==> config.mk <==
export PLATFORM = sky130hd
export DESIGN_NAME = idma_xif_issuer
export DESIGN_NICKNAME = d
export VERILOG_FILES = /design/src/rtl/idma_xif_issuer.sv
export SDC_FILE = /design/constraint.sdc
export NUM_CORES = 1
export LEC_CHECK = 0
export CAP_MARGIN = 20
export CORE_ASPECT_RATIO = 0.5
export CORE_MARGIN = 2
export CORE_UTILIZATION = 29
export DETAILED_ROUTE_END_ITERATION = 7
export GPL_ROUTABILITY_DRIVEN = 0
export GPL_TIMING_DRIVEN = 0
export PLACE_DENSITY_LB_ADDON = 0.05
export SYNTH_ARGS = -nofsm -noshare
export SYNTH_HDL_FRONTEND = slang
export SYNTH_SLANG_ARGS = --single-unit
export TNS_END_PERCENT = 5
==> constraint.sdc <==
create_clock -name clk_i -period 4.83 [get_ports clk_i]
set_input_delay 1.2075 -clock clk_i [delete_from_list [all_inputs] [get_ports clk_i]]
set_output_delay 1.2075 -clock clk_i [all_outputs]
set_load 0.02 [all_outputs]
==> src/rtl/idma_xif_issuer.sv <==
// idma_xif_issuer: CV-X-IF initiator that queues pre-encoded iDMA instructions and issues them one at a time.
// Latency: push into an empty FIFO -> issue_valid_o after 2 cycles; rsp_valid_o 1 cycle after reject/result, same cycle as a no-writeback commit.
// Backpressure: cmd_ready_o low while the command FIFO is full; the issue payload is held until issue_ready_i.
//
// Ports:
//   clk_i / rst_ni             : clock, asynchronous active-low reset
//   cmd_*                      : command push side (valid/ready, instruction + two operands)
//   issue_* / commit_*         : CV-X-IF issue request/response and commit strobe toward the coprocessor
//   result_*                   : CV-X-IF result channel (accepted only while waiting for a writeback)
//   rsp_*                      : one-cycle completion pulse per command with status and writeback data
//   busy_o                     : a command is queued or in flight
// Optional feature: define IDMA_XIF_ISSUER_TIMEOUT_EN to give up on a result after TIMEOUT_CYCLES
// cycles and report status TIMEOUT; without it the result wait is unbounded.

module idma_xif_issuer #(
  parameter int unsigned X_ID_WIDTH     = 4,
  parameter int unsigned X_RFR_WIDTH    = 32,
  parameter int unsigned CMD_DEPTH      = 4,
  parameter int unsigned TIMEOUT_CYCLES = 1024
) (
  input  logic                   clk_i,
  input  logic                   rst_ni,
  input  logic                   cmd_valid_i,
  output logic                   cmd_ready_o,
  input  logic [31:0]            cmd_instr_i,
  input  logic [X_RFR_WIDTH-1:0] cmd_rs1_i,
  input  logic [X_RFR_WIDTH-1:0] cmd_rs2_i,
  output logic                   issue_valid_o,
  input  logic                   issue_ready_i,
  output logic [31:0]            issue_instr_o,
  output logic [X_RFR_WIDTH-1:0] issue_rs1_o,
  output logic [X_RFR_WIDTH-1:0] issue_rs2_o,
  output logic [1:0]             issue_rs_valid_o,
  output logic [X_ID_WIDTH-1:0]  issue_id_o,
  input  logic                   issue_accept_i,
  input  logic                   issue_writeback_i,
  output logic                   commit_valid_o,
  output logic [X_ID_WIDTH-1:0]  commit_id_o,
  output logic                   commit_kill_o,
  input  logic                   result_valid_i,
  output logic                   result_ready_o,
  input  logic [X_ID_WIDTH-1:0]  result_id_i,
  input  logic [X_RFR_WIDTH-1:0] result_data_i,
  output logic                   rsp_valid_o,
  output logic [1:0]             rsp_status_o,
  output logic [X_RFR_WIDTH-1:0] rsp_data_o,
  output logic                   busy_o
);

  localparam int unsigned PtrW = (CMD_DEPTH > 1) ? $clog2(CMD_DEPTH) : 1;
  localparam int unsigned CntW = $clog2(CMD_DEPTH + 1);

  localparam logic [1:0] StOk       = 2'd0;
  localparam logic [1:0] StRejected = 2'd1;
  localparam logic [1:0] StMismatch = 2'd2;

  if (CMD_DEPTH < 2 || (CMD_DEPTH & (CMD_DEPTH - 1)) != 0 || TIMEOUT_CYCLES == 0) begin : g_param_check
    $error("idma_xif_issuer: CMD_DEPTH must be a power of two >= 2 and TIMEOUT_CYCLES non-zero");
  end

  typedef struct packed {
    logic [31:0]            instr;
    logic [X_RFR_WIDTH-1:0] rs1;
    logic [X_RFR_WIDTH-1:0] rs2;
  } cmd_t;

  typedef enum logic [1:0] {
    IDLE     = 2'd0,
    ISSUE    = 2'd1,
    COMMIT   = 2'd2,
    WAIT_RES = 2'd3
  } state_e;

  // ---------------------------------------------------------------------------
  // Command FIFO
  // ---------------------------------------------------------------------------
  cmd_t                  mem_q [CMD_DEPTH];
  logic [PtrW-1:0]       wr_ptr_q, wr_ptr_d;
  logic [PtrW-1:0]       rd_ptr_q, rd_ptr_d;
  logic [CntW-1:0]       count_q, count_d;
  cmd_t                  head;
  logic                  push, pop;

  // ---------------------------------------------------------------------------
  // Control state
  // ---------------------------------------------------------------------------
  state_e                state_q, state_d;
  logic [X_ID_WIDTH-1:0] id_q, id_d;
  logic                  wb_q, wb_d;
  logic                  rsp_vld_q, rsp_vld_d;
  logic [1:0]            rsp_status_q, rsp_status_d;
  logic [X_RFR_WIDTH-1:0] rsp_data_q, rsp_data_d;
  logic                  issue_vld, commit_vld, res_rdy, commit_rsp;

`ifdef IDMA_XIF_ISSUER_TIMEOUT_EN
  localparam int unsigned TmoW = (TIMEOUT_CYCLES > 1) ? $clog2(TIMEOUT_CYCLES) : 1;
  localparam logic [TmoW-1:0] TmoLast = TmoW'(TIMEOUT_CYCLES - 1);
  localparam logic [1:0] StTimeout = 2'd3;
  logic [TmoW-1:0]       tmo_cnt_q, tmo_cnt_d;
`endif

  assign cmd_ready_o = (count_q != CntW'(CMD_DEPTH));
  assign push        = cmd_valid_i && cmd_ready_o;
  // ISSUE is only reachable with a non-empty FIFO, so a handshake always has a head to pop.
  assign pop         = (state_q == ISSUE) && issue_ready_i;
  assign head        = mem_q[rd_ptr_q];

  always_comb begin
    wr_ptr_d = wr_ptr_q;
    rd_ptr_d = rd_ptr_q;
    count_d  = count_q;
    if (push) wr_ptr_d = wr_ptr_q + PtrW'(1);
    if (pop)  rd_ptr_d = rd_ptr_q + PtrW'(1);
    case ({push, pop})
      2'b10:   count_d = count_q + CntW'(1);
      2'b01:   count_d = count_q - CntW'(1);
      default: count_d = count_q;
    endcase
  end

  // Payload storage needs no reset: the pointers and count define what is valid.
  always_ff @(posedge clk_i) begin
    if (push) mem_q[wr_ptr_q] <= '{instr: cmd_instr_i, rs1: cmd_rs1_i, rs2: cmd_rs2_i};
  end

  // ---------------------------------------------------------------------------
  // Issue / commit / result sequencing
  // ---------------------------------------------------------------------------
  always_comb begin
    state_d      = state_q;
    id_d         = id_q;
    wb_d         = wb_q;
    rsp_vld_d    = 1'b0;
    rsp_status_d = StOk;
    rsp_data_d   = '0;
    issue_vld    = 1'b0;
    commit_vld   = 1'b0;
    res_rdy      = 1'b0;
    commit_rsp   = 1'b0;
`ifdef IDMA_XIF_ISSUER_TIMEOUT_EN
    tmo_cnt_d    = '0;
`endif
    case (state_q)
      IDLE: begin
        if (count_q != '0) state_d = ISSUE;
      end
      ISSUE: begin
        issue_vld = 1'b1;
        if (issue_ready_i) begin
          if (!issue_accept_i) begin
            rsp_vld_d    = 1'b1;
            rsp_status_d = StRejected;
            id_d         = id_q + X_ID_WIDTH'(1);
            state_d      = IDLE;
          end else begin
            wb_d    = issue_writeback_i;
            state_d = COMMIT;
          end
        end
      end
      COMMIT: begin
        commit_vld = 1'b1;
        if (wb_q) begin
          state_d = WAIT_RES;
        end else begin
          // No writeback: completion is reported alongside the commit strobe.
          commit_rsp = 1'b1;
          id_d       = id_q + X_ID_WIDTH'(1);
          state_d    = IDLE;
        end
      end
      WAIT_RES: begin
        res_rdy = 1'b1;
        // A result landing on the timeout cycle takes priority over the timeout.
        if (result_valid_i) begin
          rsp_vld_d    = 1'b1;
          rsp_status_d = (result_id_i == id_q) ? StOk : StMismatch;
          rsp_data_d   = result_data_i;
          id_d         = id_q + X_ID_WIDTH'(1);
          state_d      = IDLE;
        end
`ifdef IDMA_XIF_ISSUER_TIMEOUT_EN
        else if (tmo_cnt_q == TmoLast) begin
          rsp_vld_d    = 1'b1;
          rsp_status_d = StTimeout;
          id_d         = id_q + X_ID_WIDTH'(1);
          state_d      = IDLE;
        end else begin
          tmo_cnt_d = tmo_cnt_q + TmoW'(1);
        end
`endif
      end
      default: state_d = IDLE;
    endcase
  end

  always_ff @(posedge clk_i or negedge rst_ni) begin
    if (!rst_ni) begin
      wr_ptr_q     <= '0;
      rd_ptr_q     <= '0;
      count_q      <= '0;
      state_q      <= IDLE;
      id_q         <= '0;
      wb_q         <= 1'b0;
      rsp_vld_q    <= 1'b0;
      rsp_status_q <= StOk;
      rsp_data_q   <= '0;
`ifdef IDMA_XIF_ISSUER_TIMEOUT_EN
      tmo_cnt_q    <= '0;
`endif
    end else begin
      wr_ptr_q     <= wr_ptr_d;
      rd_ptr_q     <= rd_ptr_d;
      count_q      <= count_d;
      state_q      <= state_d;
      id_q         <= id_d;
      wb_q         <= wb_d;
      rsp_vld_q    <= rsp_vld_d;
      rsp_status_q <= rsp_status_d;
      rsp_data_q   <= rsp_data_d;
`ifdef IDMA_XIF_ISSUER_TIMEOUT_EN
      tmo_cnt_q    <= tmo_cnt_d;
`endif
    end
  end

  // ---------------------------------------------------------------------------
  // Outputs: payloads are zeroed when their strobe is low
  // ---------------------------------------------------------------------------
  assign issue_valid_o    = issue_vld;
  assign issue_instr_o    = issue_vld ? head.instr : '0;
  assign issue_rs1_o      = issue_vld ? head.rs1 : '0;
  assign issue_rs2_o      = issue_vld ? head.rs2 : '0;
  assign issue_rs_valid_o = {2{issue_vld}};
  assign issue_id_o       = issue_vld ? id_q : '0;
  assign commit_valid_o   = commit_vld;
  assign commit_id_o      = commit_vld ? id_q : '0;
  assign commit_kill_o    = 1'b0;
  assign result_ready_o   = res_rdy;
  // The registered response and the commit-cycle response never coincide: COMMIT
  // is always entered from ISSUE, which never registers a response it stays on.
  assign rsp_valid_o      = rsp_vld_q || commit_rsp;
  assign rsp_status_o     = rsp_status_q;
  assign rsp_data_o       = rsp_data_q;
  assign busy_o           = (state_q != IDLE) || (count_q != '0);

endmodule

==> results.yml, run 1 <==
critical_path:
  crit_arrival_ns: 3.13
  required_ns: 3.62
  max_stage_delay_ns: 0.61
  crit_chain: "nor2b_1 -> buf_2 -> clkbuf_1 -> and2_1 -> clkdlybuf4s50_1"
  worst-path-buf-inv: 3
  crit_path_top_delay_cell: "clkdlybuf4s50_1"
  crit_family: "buffers and inverters"
  end_kind: "output pin"
  startpoint_type: "flop"
  path_max_fanout: 10
  crit_type: "flop to output pin"
sta:
  drv_slew: 0
  fmax_ghz: 0.230
  worst_hold_slack_ns: 0.498
  skew_ns: 0.0161
  finalSetupViolCount: 0
  worst_pin_slew_ns: 0.755
  rsz0062_at_grt: "no"
  finalCriticalPeriod_ns: 4.34
  hold_viol: 0
  setup_tns_ns: 0
  finalCritPeriodShare_pct: 89.8
  slew_headroom_pct: 49.7
synth:
  ys_seq_elements: 433
  ys_top_cells_by_area: "edfxtp_1 70%, mux4_2 13%, dfrtp_1 7.5%, and2_1 5.2%, xnor2_1 0.59%"
  synth_seq_area_share_pct: 77.6
  yosysUniqueCellTypes: 29
  yosysWarnings: 0
  syn_inst: 766
  syn_nets: 912
  synth_area_sq_um: 16400
  synth_largest_area_cell: "edfxtp_1"
  syn-mean-instance-area_sq_um: 21.5
  synth_top_cell_area_share_pct: 70.1
die:
  die-width_um: 341
  start_util_pct: 29.5
  dieArea_sq_um: 58700
  fp.dieH_um: 172
  fp-row-count: 61
  pin_count: 286
  core_sq_um: 55800
power:
  vdd_drop_max_mv: 0.224
  powerDensity_nw_per_um2: 613
  power_leakage_uw: 0.00722
  total_power_uw: 13300
clocking:
  cts.sinks: 433
  cts_buffers: 42
  path_clk_slew_ns: 0.06
  clock_path_buffers: 3
  clk_latency_ns: 0.56
  cts_resized: 0
  tritoncts: "yes"
  cts-root-buf: "clkbuf_16"
  cts_setup_buffers: 0
  htreeDepth: 2
  cts_hold_buf: 0
global_route:
  grt_pass1_vias: 9016
  grt_antenna_before_repair: 2
  grt_first_pass_wirelength_mm: 56.9
  overflow: 0
  grtUsageTotal_pct: 13.2
  grt_max_degree: 48
final_layout:
  final_nets: 1249
  num-fill-cells: 5113
  antenna_cells: 0
  final_util_pct: 38.9
  drive_gt1_share_pct: 16.6
  area_growth_pct: 32.0
route:
  detail-route-antenna-nets: 0
  wl_per_cell_um: 20.5
  vias_per_cell: 4.33
  drc: 0
  first_pass_iters: 5
  dr_total_vias: 8166
  drtIter0Drc: 329
  routed_wl_mm: 38.7
placement:
  numPortBuffers: 284
  hpwl_mm: 24.5
min_path:
  holdCritPathClass: "flop to flop"
flow_run:
  maxCapViolations: 0
run_status:
  status: "complete, no violations"
==> final timing paths <==
path | from | to | slack [ns] | cells after the start
hold reg to reg | count_q[2] | count_q[2] | 0.50 | 1
setup reg to reg | count_q[0] | mem_q[3][7] | 2.72 | 5
setup / recovery | state_q[0] | issue_instr_o[3] | 0.49 | 5
hold / removal | count_q[2] | count_q[2] | 0.50 | 1
max in group asynchronous | rst_ni | rd_ptr_q[1] | 3.79 | 2
min in group asynchronous | rst_ni | rsp_data_o[1] | 0.54 | 1
==> cells in the mapped netlist <==
cell,n
a41oi_1,1
fa_1,1
inv_1,5
buf_4,3
nand2_1,8
o31ai_1,1
buf_12,1
and2_1,137
and4bb_2,1
nor2b_1,1
nand3_1,1
xnor2_1,11
edfxtp_1,384
mux4_2,96
mux2_2,4
nor2_1,5
dfrtp_1,49
a31oi_2,1
buf_6,3
ha_1,6
conb_1,1
nand2b_1,3
clkbuf_1,19
nor3_1,1
xor2_1,2
and3_1,5
buf_2,13
o21ai_0,2
a22o_1,1
==> layout make-up <==
class	instances	area (sq um)	area share, %
Sequential cell	433	12800	58.8
Timing Repair Buffer	293	3080	14.2
Tap cell	756	946	4.36
Clock inverter	15	78.8	0.363
Clock buffer	58	1130	5.22
Multi-Input combinational cell	289	3470	16.0
Inverter	5	18.8	0.0865
Buffer	39	213	0.980
==> flip-flops by register name, indices dropped and copies added, names as in the netlist <==
name	cells
wr_ptr_q	2
id_q	4
count_q	3
rsp_vld_q	1
wb_q	1
rsp_status_o	2
mem_q	384
rd_ptr_q	2
rsp_data_o	32
state_q	2
==> worst reg2reg max path: cells and delay by family (launching register included) <==
family	cells	cell delay (ns)
buffers and inverters	2	0.68
flip-flops	1	0.42
AND/OR/NAND/NOR	3	0.64
==> routing by layer <==
layer  wire (um)  global-route usage [%]  vias to the layer above
met2       21300                    24.7                      120
met4         625                    3.10                        0
met5           0                       0                        -
met1       15400                    15.6                     4298
met3        1370                    2.87                       53
li1            -                       -                     3695
==> logic make-up (layout without fill, tap and decap cells) <==
group | Yosys count | count (layout) | synth area share (%)
adder cells (fa/ha/maj) | 7 | 7 | 0.578
buffers and inverters | 44 | 410 | 1.41
XOR/XNOR | 13 | 13 | 0.693
other | 1 | 1 | 0.0228
multiplexers | 100 | 100 | 13.4
AO/OA/AOI/OAI | 6 | 6 | 0.289
flip-flops | 433 | 433 | 77.6
AND/OR/NAND/NOR | 162 | 162 | 5.99
==> power breakdown <==
| part | internal [uW] | total, uW | switching (uW) |
|---|---|---|---|
| combinational | 2520 | 5210 | 2700 |
| sequential | 4890 | 5080 | 191 |
| clock | 1640 | 3010 | 1370 |
| total | 9040 | 13300 | 4260 |
==> placed cells by master, fill, tap and decap left out, types with 4 or more instances in the layout <==
cell type | netlist | final
mux4_2 | 96 | 96
and2_1 | 137 | 137
edfxtp_1 | 384 | 384
clkbuf_16 | 0 | 43
inv_1 | 5 | 5
and3_4 | 0 | 4
buf_16 | 0 | 8
mux2_2 | 4 | 4
nor2_1 | 5 | 5
clkinv_2 | 0 | 5
xnor2_1 | 11 | 11
clkinv_1 | 0 | 6
dfrtp_1 | 49 | 49
clkbuf_1 | 19 | 34
nand2_1 | 8 | 8
buf_2 | 13 | 14
clkdlybuf4s50_1 | 0 | 283
ha_1 | 6 | 6
==> through the flow <==
stage | setup slack, ns | instance area [sq um] | instances
2_1_floorplan | 0.893 | 16400 | 766
3_3_place_gp | -2.20 | 20200 | 1806
3_5_place_dp | 0.918 | 20500 | 1815
4_1_cts | 0.304 | 21700 | 1888
5_1_grt | 0.147 | 21700 | 1888
6_report | 0.491 | 21700 | 1888
No activity file was read; power rests on OpenSTA's default activity.
==> run 2: changes to the inputs <==
--- a/config.mk
+++ b/config.mk
@@ -13,3 +13,2 @@
 export GPL_ROUTABILITY_DRIVEN = 0
-export GPL_TIMING_DRIVEN = 0
 export PLACE_DENSITY_LB_ADDON = 0.05
==> constraint.sdc (replaced) <==
create_clock -name clk_i -period 4.83 [get_ports clk_i]
set_input_delay 0.483 -clock clk_i [delete_from_list [all_inputs] [get_ports clk_i]]
set_output_delay 0.483 -clock clk_i [all_outputs]
set_load 0.02 [all_outputs]
==> results.yml, run 2 (same netlist as run 1, synthesis figures left out) <==
run_status:
  status: "complete, no violations"
final_layout:
  largest-register: "mem_q"
  num-fill-cells: 5144
  drive_gt1_share_pct: 15.7
  largest_reg_flops: 384
  seq_area_sq_um: 12800
  final_nets: 1213
  final_common_cell: "edfxtp_1"
  fin_cells: 1849
  antenna_cells: 0
  multi_input_area_sq_um: 3480
  final_cell_mix: "384 x edfxtp_1, 283 x clkdlybuf4s50_1, 137 x and2_1"
  area_growth_pct: 30.2
sta:
  skew_ns: 0.00815
  hold_viol: 0
  finalCriticalPeriod_ns: 3.42
  finalSetupViolCount: 0
  drv_slew: 0
  slew_headroom_pct: 40.6
  worst_pin_slew_ns: 0.891
  finalCritPeriodShare_pct: 70.9
  rsz0062_at_grt: "no"
  setup_tns_ns: 0
  fmax_ghz: 0.292
  worst_hold_slack_ns: 0.0566
die:
  core_sq_um: 55800
  dieArea_sq_um: 58700
  die-width_um: 341
  pin_count: 286
  start_util_pct: 29.5
  fp-row-count: 61
  fp.dieH_um: 172
placement:
  numPortBuffers: 284
  hpwl_mm: 22.4
  placed_cells: 1780
flow_run:
  maxCapViolations: 0
power:
  total_power_uw: 13100
  p_switching_uw: 4160
  swShare_pct: 31.8
  pwr-share-seq_pct: 39.3
  p_int_uw: 8920
  pwr-share-comb_pct: 38.1
  power_leakage_uw: 0.00710
  clkPwrFrac_pct: 22.6
  powerDensity_nw_per_um2: 611
  vdd_drop_max_mv: 0.274
critical_path:
  required_ns: 4.35
  crit_type: "flop to output pin"
  path_max_fanout: 71
  rrSetupSlack_ns: 2.28
  startpoint_type: "flop"
  worst-path-buf-inv: 2
  crit_arrival_ns: 2.94
  max_stage_delay_ns: 0.74
  crit_path_top_delay_cell: "dfrtp_4"
  crit_family: "buffers and inverters"
  crit_chain: "buf_12 -> mux4_2 -> and2_1 -> clkdlybuf4s50_1"
  end_kind: "output pin"
route:
  drtIter0Drc: 386
  routed_wl_mm: 38.1
  vias_per_cell: 4.34
  drc: 0
  wl_per_cell_um: 20.6
  first_pass_iters: 6
  detail-route-antenna-nets: 0
  dr_total_vias: 8030
clocking:
  htreeDepth: 2
  cts_buffers: 41
  cts_resized: 0
  clock_path_buffers: 3
  cts-root-buf: "clkbuf_16"
  cts_hold_buf: 0
  path_clk_slew_ns: 0.06
  tritoncts: "yes"
  cts.sinks: 433
  clk_latency_ns: 0.53
  cts_setup_buffers: 0
global_route:
  grt_max_degree: 83
  grt_pass1_vias: 8780
  grt_first_pass_wirelength_mm: 56.0
  grtUsageTotal_pct: 12.9
  grt_antenna_before_repair: 1
  overflow: 0
min_path:
  holdCritPathClass: "input port to asynchronous set/reset pin"
-- run 2: final timing paths --
kind	cells after the start	start	end
worst min-delay path	2	rst_ni	rsp_data_o[26]
max in group asynchronous	2	rst_ni	rd_ptr_q[1]
worst max-delay path	4	rd_ptr_q[1]	issue_instr_o[5]
worst max register to register	6	state_q[0]	count_q[1]
worst min register to register	1	count_q[2]	count_q[2]
min in group clk_i	2	result_data_i[22]	rsp_data_o[22]
-- run 2: power by group through the flow --
stage	Combinational (uW)	Sequential, uW	Clock, uW
2_1_floorplan	3000	5200	0
3_3_place_gp	5200	5200	0
3_5_place_dp	5180	5240	0
4_1_cts	5190	5160	3090
5_1_grt	5390	5220	3230
6_report	4980	5140	2950
-- run 2: final cells by class --
type,count,area share (%)
repair buffers,297,14.1
flip-flops and latches,433,59.6
clock buffers,53,5.05
clock inverters,16,0.438
multi-input cells,289,16.3
inverters,5,0.0877
well taps,756,4.42
-- run 2: metal layers --
layer / vias to the layer above / routed length (um) / track usage [%]
li1: 3612 / - / -
met1: 4270 / 15200 / 15.3
met2: 104 / 21000 / 24.3
met3: 44 / 1350 / 2.73
met4: 0 / 480 / 2.60
met5: - / 0 / 0
-- run 2: through the flow --
step	area, sq um	setup WS (ns)	utilization [%]
3_3_place_gp	20200	1.87	36.3
5_1_grt	21400	1.18	38.4
2_1_floorplan	16400	1.36	-
6_report	21400	1.41	38.4
4_1_cts	21400	1.27	38.4
3_5_place_dp	20200	1.88	36.3
